File: src/rtl/counter_sequencer_pkg.sv
// Shared types and reset-time configuration for counter_sequencer.
// Optional down counting is enabled by COUNTER_SEQUENCER_DOWN_EN.
package counter_sequencer_pkg;

    typedef enum logic [1:0] {
        IDLE = 2'd0,
        RUN  = 2'd1,
        DONE = 2'd2
    } state_e;

    localparam int unsigned DEF_MIN      = 0;
    localparam logic [63:0] DEF_MAX      = '1;
    localparam int unsigned DEF_STEP     = 1;
    localparam int unsigned DEF_PRESCALE = 0;

endpackage

File: src/rtl/counter_sequencer_prescaler.sv
// Clock divider: strobe is high on the cycle the count reaches divisor.
module counter_prescaler
    import counter_sequencer_pkg::*;
#(
    parameter int unsigned PRESCALE_W = 24
) (
    input  logic                  clk_in,
    input  logic                  rst_in,
    input  logic                  clear,
    input  logic                  enable,
    input  logic [PRESCALE_W-1:0] divisor,
    output logic                  strobe
);

    logic [PRESCALE_W-1:0] cnt_q;
    logic [PRESCALE_W-1:0] cnt_d;

    always_comb begin
        cnt_d = cnt_q;
        if (clear) begin
            cnt_d = '0;
        end else if (enable) begin
            cnt_d = (cnt_q == divisor) ? '0 : cnt_q + PRESCALE_W'(1);
        end
    end

    // A clear cycle never produces a step.
    assign strobe = enable && !clear && (cnt_q == divisor);

    always_ff @(posedge clk_in or posedge rst_in) begin
        if (rst_in) begin
            cnt_q <= '0;
        end else begin
            cnt_q <= cnt_d;
        end
    end

endmodule

File: src/rtl/counter_sequencer.sv
// Runtime-configurable prescaled bounded counter with start/stop sequencing.
// Define COUNTER_SEQUENCER_DOWN_EN to add the cfg_down port and down counting.
module counter_sequencer
    import counter_sequencer_pkg::*;
#(
    parameter int unsigned WIDTH      = 4,
    parameter int unsigned PRESCALE_W = 24
) (
    input  logic                  clk_in,
    input  logic                  rst_in,
    input  logic                  cfg_valid,
    output logic                  cfg_ready,
    input  logic [WIDTH-1:0]      cfg_min,
    input  logic [WIDTH-1:0]      cfg_max,
    input  logic [WIDTH-1:0]      cfg_step,
    input  logic [PRESCALE_W-1:0] cfg_prescale,
    input  logic                  cfg_oneshot,
`ifdef COUNTER_SEQUENCER_DOWN_EN
    input  logic                  cfg_down,
`endif
    input  logic                  start,
    input  logic                  stop,
    output logic [WIDTH-1:0]      count_out,
    output logic                  tick_out,
    output logic                  busy,
    output logic                  done,
    output logic                  cfg_err
);

    state_e                state_q, state_d;
    logic [WIDTH-1:0]      min_q, min_d, max_q, max_d, step_q, step_d;
    logic [WIDTH-1:0]      count_q, count_d;
    logic [PRESCALE_W-1:0] prescale_q, prescale_d;
    logic                  oneshot_q, oneshot_d;
    logic                  tick_q, tick_d, done_q, done_d, err_q, err_d;
    logic                  busy_q, busy_d, ready_q, ready_d;
`ifdef COUNTER_SEQUENCER_DOWN_EN
    logic                  down_q, down_d;
    logic [WIDTH:0]        diff;
`endif
    logic                  cfg_acc, cfg_ok, go, halt, step_stb, over;
    logic [WIDTH:0]        sum;
    logic [WIDTH-1:0]      next_val, wrap_val, load_val;

    assign cfg_acc = cfg_valid && (state_q != RUN);
    assign cfg_ok  = cfg_acc && (cfg_min <= cfg_max);
    assign go      = (state_q != RUN) && start && !stop;
    assign halt    = (state_q == RUN) && stop;

    counter_prescaler #(
        .PRESCALE_W (PRESCALE_W)
    ) u_prescaler (
        .clk_in  (clk_in),
        .rst_in  (rst_in),
        .clear   (go || halt),
        .enable  (state_q == RUN),
        .divisor (prescale_q),
        .strobe  (step_stb)
    );

    // Candidate step value, bound violation and start value; a same-cycle write feeds start.
    always_comb begin
        sum = {1'b0, count_q} + {1'b0, step_q};
`ifdef COUNTER_SEQUENCER_DOWN_EN
        diff = {1'b0, count_q} - {1'b0, step_q};
        if (down_q) begin
            next_val = diff[WIDTH-1:0];
            over     = diff[WIDTH] || (diff[WIDTH-1:0] < min_q);
            wrap_val = max_q;
        end else begin
            next_val = sum[WIDTH-1:0];
            over     = sum > {1'b0, max_q};
            wrap_val = min_q;
        end
        if (cfg_ok) begin
            load_val = cfg_down ? cfg_max : cfg_min;
        end else begin
            load_val = down_q ? max_q : min_q;
        end
`else
        next_val = sum[WIDTH-1:0];
        over     = sum > {1'b0, max_q};
        wrap_val = min_q;
        load_val = cfg_ok ? cfg_min : min_q;
`endif
    end

    always_ff @(posedge clk_in or posedge rst_in) begin
        if (rst_in) begin
            state_q <= IDLE;
        end else begin
            state_q <= state_d;
        end
    end

    always_comb begin
        state_d = state_q;
        unique case (state_q)
            IDLE, DONE: if (go) state_d = RUN;
            RUN: begin
                if (stop) begin
                    state_d = IDLE;
                end else if (step_stb && over && oneshot_q) begin
                    state_d = DONE;
                end
            end
            default: state_d = IDLE;
        endcase
    end

    always_comb begin
        min_d      = min_q;
        max_d      = max_q;
        step_d     = step_q;
        prescale_d = prescale_q;
        oneshot_d  = oneshot_q;
`ifdef COUNTER_SEQUENCER_DOWN_EN
        down_d     = down_q;
`endif
        count_d    = count_q;
        err_d      = err_q;
        tick_d     = 1'b0;
        done_d     = 1'b0;
        busy_d     = (state_d == RUN);
        ready_d    = (state_d != RUN);

        if (cfg_acc) begin
            err_d = !cfg_ok;
            if (cfg_ok) begin
                min_d      = cfg_min;
                max_d      = cfg_max;
                step_d     = cfg_step;
                prescale_d = cfg_prescale;
                oneshot_d  = cfg_oneshot;
`ifdef COUNTER_SEQUENCER_DOWN_EN
                down_d     = cfg_down;
`endif
            end
        end

        if (go) begin
            count_d = load_val;
        end else if ((state_q == RUN) && !stop && step_stb) begin
            tick_d = 1'b1;
            if (!over) begin
                count_d = next_val;
            end else if (!oneshot_q) begin
                count_d = wrap_val;
            end else begin
                done_d = 1'b1;
            end
        end
    end

    always_ff @(posedge clk_in or posedge rst_in) begin
        if (rst_in) begin
            min_q      <= WIDTH'(DEF_MIN);
            max_q      <= WIDTH'(DEF_MAX);
            step_q     <= WIDTH'(DEF_STEP);
            prescale_q <= PRESCALE_W'(DEF_PRESCALE);
            oneshot_q  <= 1'b0;
`ifdef COUNTER_SEQUENCER_DOWN_EN
            down_q     <= 1'b0;
`endif
            count_q    <= '0;
            err_q      <= 1'b0;
            tick_q     <= 1'b0;
            done_q     <= 1'b0;
            busy_q     <= 1'b0;
            ready_q    <= 1'b1;
        end else begin
            min_q      <= min_d;
            max_q      <= max_d;
            step_q     <= step_d;
            prescale_q <= prescale_d;
            oneshot_q  <= oneshot_d;
`ifdef COUNTER_SEQUENCER_DOWN_EN
            down_q     <= down_d;
`endif
            count_q    <= count_d;
            err_q      <= err_d;
            tick_q     <= tick_d;
            done_q     <= done_d;
            busy_q     <= busy_d;
            ready_q    <= ready_d;
        end
    end

    assign cfg_ready = ready_q;
    assign count_out = count_q;
    assign tick_out  = tick_q;
    assign busy      = busy_q;
    assign done      = done_q;
    assign cfg_err   = err_q;

endmodule

File: config.mk
export PLATFORM = sky130hd
export DESIGN_NAME = counter_sequencer
export DESIGN_NICKNAME = d
export VERILOG_FILES = /design/src/rtl/counter_sequencer_pkg.sv /design/src/rtl/counter_sequencer_prescaler.sv /design/src/rtl/counter_sequencer.sv
export SDC_FILE = /design/constraint.sdc
export NUM_CORES = 1
export LEC_CHECK = 0
export CORE_MARGIN = 5
export CORE_UTILIZATION = 45
export DETAILED_ROUTE_END_ITERATION = 8
export DONT_BUFFER_PORTS = 1
export PLACE_DENSITY_LB_ADDON = 0.1
export SYNTH_ARGS = -nofsm -noshare
export SYNTH_HDL_FRONTEND = slang
export SYNTH_SLANG_ARGS = --single-unit
File: constraint.sdc
create_clock -name clk_in -period 2.86 [get_ports clk_in]
set_clock_uncertainty 0.1 [all_clocks]
set_input_delay 0 -clock clk_in [delete_from_list [all_inputs] [get_ports clk_in]]
set_output_delay 0 -clock clk_in [all_outputs]
set_load 0.05 [all_outputs]
# Word-level counts from Yosys, hierarchy flattened
# Index checks and enable logic that the tools add are counted.
# Widths: inputs -> output; s select.
[word_totals]
reg_bits = 72
latchBits = 0
mem_bits_rw = 0
rom_bits = 0
memories = 0
[op_classes]
addsub = 2
n_mul = 0
div = 0
magnitude_cmp = 2
n_eq_ne = 7
shift = 0
muxes = 18
bitwise_logic = 0
reduce_logical = 21
[ops]
columns = ["operator", "count"]
rows = [
  ["$mux 24", 3],
  ["$add 24x1->24 const B", 1],
  ["$eq 24x24->1", 1],
  ["$mux 4", 5],
  ["$logic_and 1x1->1", 11],
  ["$mux 1", 6],
  ["$mux 2", 3],
  ["$add 4x4->5", 1],
  ["$gt 5x4->1", 1],
  ["$eq 2x1->1 const B", 2],
  ["$le 4x4->1", 1],
  ["$ne 2x1->1 const B", 2],
  ["$pmux 2 s2", 1],
  ["$reduce_and 2->1", 2],
  ["$reduce_bool 2->1", 2],
  ["$logic_not 1->1", 3],
  ["$ne 3x3->1 const B", 1],
  ["$eq 2x2->1 const B", 1],
  ["$logic_not 2->1", 1],
  ["$reduce_or 2->1", 1],
  ["$logic_or 1x1->1", 1],
]

# Longest topological paths before layout
[logic_depth]
word_depth = 13
mapped_depth = 11

# Cells and area by module
# From an unflattened synthesis, not the netlist that was laid out.
[hier_totals]
cells_unflattened = 383
hier_area_um2 = 3993.8
[by_module_without_submodules]
columns = ["mod", "instances", "cells_each", "area_each_um2", "seq_area_each_um2"]
rows = [
  ["counter_sequencer", 1, 192, 2301.0, 1208.7],
  ["counter_prescaler", 1, 191, 1692.9, 600.6],
]

# Worst setup path before layout
# No wires, ideal clock.
[synth_timing]
path_type = "register -> register"
start = "reg count_q[1], in the netlist count_out[1]"
end = "reg count_q[2], in the netlist count_out[2]"
setup_time_ns = 0.125
arrival_ns = 2.941
setup_slack_ns = -0.306
path_stages_with_launch = 12
path_buffers = 0
synth_period_minus_slack_ns = 3.166
cell_sequence = "dfrtp_1 -> ha_1 -> a21o_1 -> a21oi_1 -> xnor2_1 -> ha_1 -> a21oi_1 -> a31oi_1 -> a211o_1 -> and2_1 -> o21ai_4 -> mux2_4"
[synth_via]
elab_chain_cells = 5
elab_cells_between_ends = 7
cone_classes = "add/sub: 1; order compare: 1; eq/ne: 1; mux: 3; reduce/logical: 1"
[synth_rtl]
columns = ["element", "line_no", "text"]
rows = [
  ["start, declared", "counter_sequencer.sv:32", "logic [WIDTH-1:0] count_q, count_d;"],
  ["start signal, assigned", "counter_sequencer.sv:180", "count_q <= count_d;"],
  ["$add 4x4->5 (*)", "counter_sequencer.sv:63", "sum = {1'b0, count_q} + {1'b0, step_q};"],
  ["$gt 5x4->1", "counter_sequencer.sv:82", "over = sum > {1'b0, max_q};"],
  ["$mux 4", "counter_sequencer.sv:145", "if (!over) begin"],
  ["$mux 4", "counter_sequencer.sv:143", "end else if ((state_q == RUN) && !stop && step_stb) begin"],
  ["$mux 4", "counter_sequencer.sv:141", "if (go) begin"],
]
# Mark *: on every way between the ends. The rest lies on a longest branch, timed or not. The select of a mux whose other input is x is not followed.
# A chain may end at the register's enable or synchronous reset.

# Worst setup path after layout
[layout_timing]
start = "reg step_q[1]"
end = "reg count_q[2], in the netlist count_out[2]"
[layout_via]
elab_chain_cells = 5
elab_cells_between_ends = 7
cone_classes = "add/sub: 1; order compare: 1; eq/ne: 1; mux: 3; reduce/logical: 1"
[layout_rtl]
columns = ["element", "line_no", "text"]
rows = [
  ["start, declared", "counter_sequencer.sv:31", "logic [WIDTH-1:0] min_q, min_d, max_q, max_d, step_q, step_d;"],
  ["start signal, assigned", "counter_sequencer.sv:159", "step_q <= WIDTH'(DEF_STEP);"],
  ["start signal, assigned", "counter_sequencer.sv:174", "step_q <= step_d;"],
  ["$add 4x4->5 (*)", "counter_sequencer.sv:63", ""],
  ["$gt 5x4->1", "counter_sequencer.sv:82", ""],
  ["$mux 4", "counter_sequencer.sv:145", ""],
  ["$mux 4", "counter_sequencer.sv:143", ""],
  ["$mux 4", "counter_sequencer.sv:141", ""],
]
# Marked as above.

==> impl_metrics.py <==
metrics = {
    "status": {
        "status": "completed",
    },
    "synth": {
        "synth_cells": 334,
        "synth_top_cell_by_area": "dfrtp_1",
        "synthesis.nets": 390,
        "synth_seq_cells": 72,
        "synth_edf_count": 0,
        "synth-main-ff-cell": "dfrtp_1",
        "yosysWarnings": 0,
        "synth-async-reset-ratio_pct": 100,
        "syn_area_um2": 3750,
        "yosysTopAreaCellShare_pct": 44.0,
        "yosysSeqAreaShare_pct": 48.2,
        "synth_area_leaders": "dfrtp_1 (44%), mux2_2 (10%), xnor2_1 (6.5%), ha_1 (4.3%), dfstp_2 (4.2%)",
        "netlist-cell-type-count": 53,
        "syn_area_per_cell_um2": 11.2,
    },
    "global_routing": {
        "grt_antenna_before_repair": 0,
        "grt_max_degree": 42,
        "overflow": 0,
        "grt_pass1_wl_um": 13500,
        "first_global_vias": 2708,
        "grtUsageTotal_pct": 17.1,
    },
    "place": {
        "dpl_worst_slack_ns": 0.0269,
        "portBuffers": 0,
        "gp_congestion": 0.786,
        "place_area_um2": 3950,
        "place_hpwl_um": 5760,
        "dp_cells": 441,
    },
    "pwr": {
        "p_leak_nw": 1.93,
        "ir_worst_vdd_mv": 0.355,
        "power_density_nw_per_um2": 783,
    },
    "floorplanning": {
        "die_h_um": 101,
        "initial_core_util_pct": 45.9,
        "dieArea_um2": 10300,
        "io_pins": 51,
        "die_x_um": 101,
        "rows": 33,
        "core_area_um2": 8180,
    },
    "drt": {
        "drcViolationCount": 0,
        "wl_per_cell_um": 16.3,
        "ant_nets": 0,
        "vias": 2623,
        "drtPass1Iterations": 4,
        "vias_per_cell": 5.25,
        "drt_iter0_drc": 75,
        "finalWirelength_um": 8130,
    },
    "layout": {
        "drive_above_1_share_pct": 23.5,
        "final_cell_area_um2": 4560,
        "fillers": 713,
        "num_antenna_cells": 0,
        "nNetsFinal": 446,
        "finalNonFillerCells": 500,
        "area_delta_synth_final_pct": 21.6,
    },
    "clock_tree": {
        "cts_max_path_buffers": 2,
        "numCtsBuffers": 9,
        "clkTransAtPathRegs_ns": 0.08,
        "cts_tree": "built",
        "h-tree-depth": 3,
        "clk_latency_ns": 0.35,
        "root_buffer": "clkbuf_8",
        "cts.sinks": 72,
    },
    "sta": {
        "drv_slew": 0,
        "period_needed_ns": 2.83,
        "slew_headroom_pct": 48.8,
        "fin_setup_tns_ns": 0,
        "setup-violations-final": 0,
        "rsz0062_at_grt": "true",
        "clock.fmax_ghz": 0.354,
        "finalCritPeriodShare_pct": 98.8,
        "hold_violations": 0,
        "worst_slew_pin_slew_ns": 0.768,
        "worst_slack_ns": 0.0348,
        "holdWs_ns": 0.0253,
    },
    "setup_path": {
        "crit_type": "register to register",
        "critPathRequiredTime_ns": 2.99,
        "r2r_slack_ns": 0.03,
        "critPathMaxFanout": 7,
        "cp-end-kind": "register",
        "start_kind": "register",
        "crit_arrival_ns": 2.96,
    },
    "min_path": {
        "hp-class": "input port to register",
    },
    "run": {
        "maxCapViolCount": 0,
    },
}
-- area by class of cell --
cell class	instances	area (µm²)	area share (%)
clock buffer	10	128	2.80
clock inverter	6	36.3	0.795
sequential	72	1810	39.7
multi-input combinational	236	1880	41.2
timing repair buffer	53	507	11.1
inverter	18	67.6	1.48
tap	105	131	2.88
-- per-layer routing --
| metal | up-vias | routed length [µm] | GRT usage [%] |
|---|---|---|---|
| met5 | - | 0 | 0 |
| met4 | 0 | 97 | 4.91 |
| met3 | 7 | 382 | 4.20 |
| met2 | 50 | 3800 | 26.2 |
| met1 | 1280 | 3850 | 24.3 |
| li1 | 1286 | - | - |
-- what timing repair did --
action	CTS	global route
setup endpoints to repair	0	4
gates resized for setup	0	5
hold buffers	42	0
setup buffers	0	1
endpoints found under the hold margin	75	0
-- sequential cells by signal, indices dropped and copies added, names as in the netlist --
signal and flops:
state_q 2, oneshot_q 1, cfg_err 1, tick_out 1, u_prescaler.cnt_q 24, done 1, busy 1, count_out 4
max_q 4, cfg_ready 1, prescale_q 24, min_q 4, step_q 4
-- metrics by stage --
stage / util (%) / power, mW
2_1_floorplan: - / 2.45
3_3_place_gp: 48.3 / 2.73
6_report: 55.8 / 3.57
3_5_place_dp: 48.3 / 2.75
4_1_cts: 55.5 / 3.52
5_1_grt: 55.8 / 3.82
-- synthesized netlist by cell type (2+ instances only) --
cell and count:
dfrtp_1 66, nor2_1 28, nand3_1 6, xnor2_2 2, nand2_1 20, dfstp_2 6
ha_1 13, and2_1 3, and4_1 3, nor3b_1 2, buf_2 5, a31oi_1 4
a21o_1 2, and3_1 2, a211o_1 2, o221ai_1 3, nand4_1 16, o22ai_1 2
nor2b_1 3, xor2_1 13, a21oi_1 7, o211ai_1 3, o21ai_0 8, nor4_2 2
mux2i_1 3, xnor2_1 28, nor2_2 3, nand2b_1 4, inv_1 18, mux2_2 34
-- cells by family after synthesis --
kind of cell	Yosys count	synth area share [%]
AOI/OAI and AO/OA	41	7.73
xor gates and xnor gates	43	10.4
adders and majority gates	14	4.87
buffers and inverters	26	3.07
DFF	72	48.2
muxes	38	11.4
and+or+nand+nor	100	14.3
-- power breakdown --
| group | switching (mW) | internal (mW) |
|---|---|---|
| registers | 0.183 | 1.24 |
| logic | 0.730 | 0.716 |
| clock network | 0.399 | 0.311 |
-- critical path, stage by stage, from the launching register on --
cell      delay [ns]
dfrtp_2         0.45
ha_4            0.24
a21o_1          0.16
a21oi_2         0.14
xnor2_1         0.10
ha_1            0.35
and4_1          0.21
a31oi_1         0.05
a2111o_1        0.41
o32ai_1         0.17
a31oi_1         0.07
mux2_4          0.26
-- path summary, 6_finish.rpt --
check,startpoint,to,cells after the start
max,step_q[1]$_DFFE_PP0P_,count_out[2]$_DFFE_PP0P_,11
min,cfg_min[2],cfg_err$_DFFE_PP0P_,3
max reg2reg,step_q[1]$_DFFE_PP0P_,count_out[2]$_DFFE_PP0P_,11
min reg2reg,max_q[3]$_DFFE_PP1P_,max_q[3]$_DFFE_PP1P_,2
max in group asynchronous,rst_in,max_q[2]$_DFFE_PP1P_,3
min in group asynchronous,rst_in,u_prescaler.cnt_q[18]$_DFFE_PP0P_,2
-- layout by cell type (no fill, tap or decap), types with 4 or more instances in the layout --
cell type	n
o21ai_0	8
clkinv_2	4
dfrtp_1	62
nor2_1	28
nand4_1	16
buf_4	10
xor2_1	12
nand2b_1	4
ha_1	11
mux2_2	34
a31oi_1	4
xnor2_1	28
inv_1	17
dlygate4sd3_1	42
clkbuf_8	9
a21oi_1	5
dfrtp_2	4
nand2_1	20
nand3_1	6
dfstp_2	6
(Power assumes the default switching activity.)
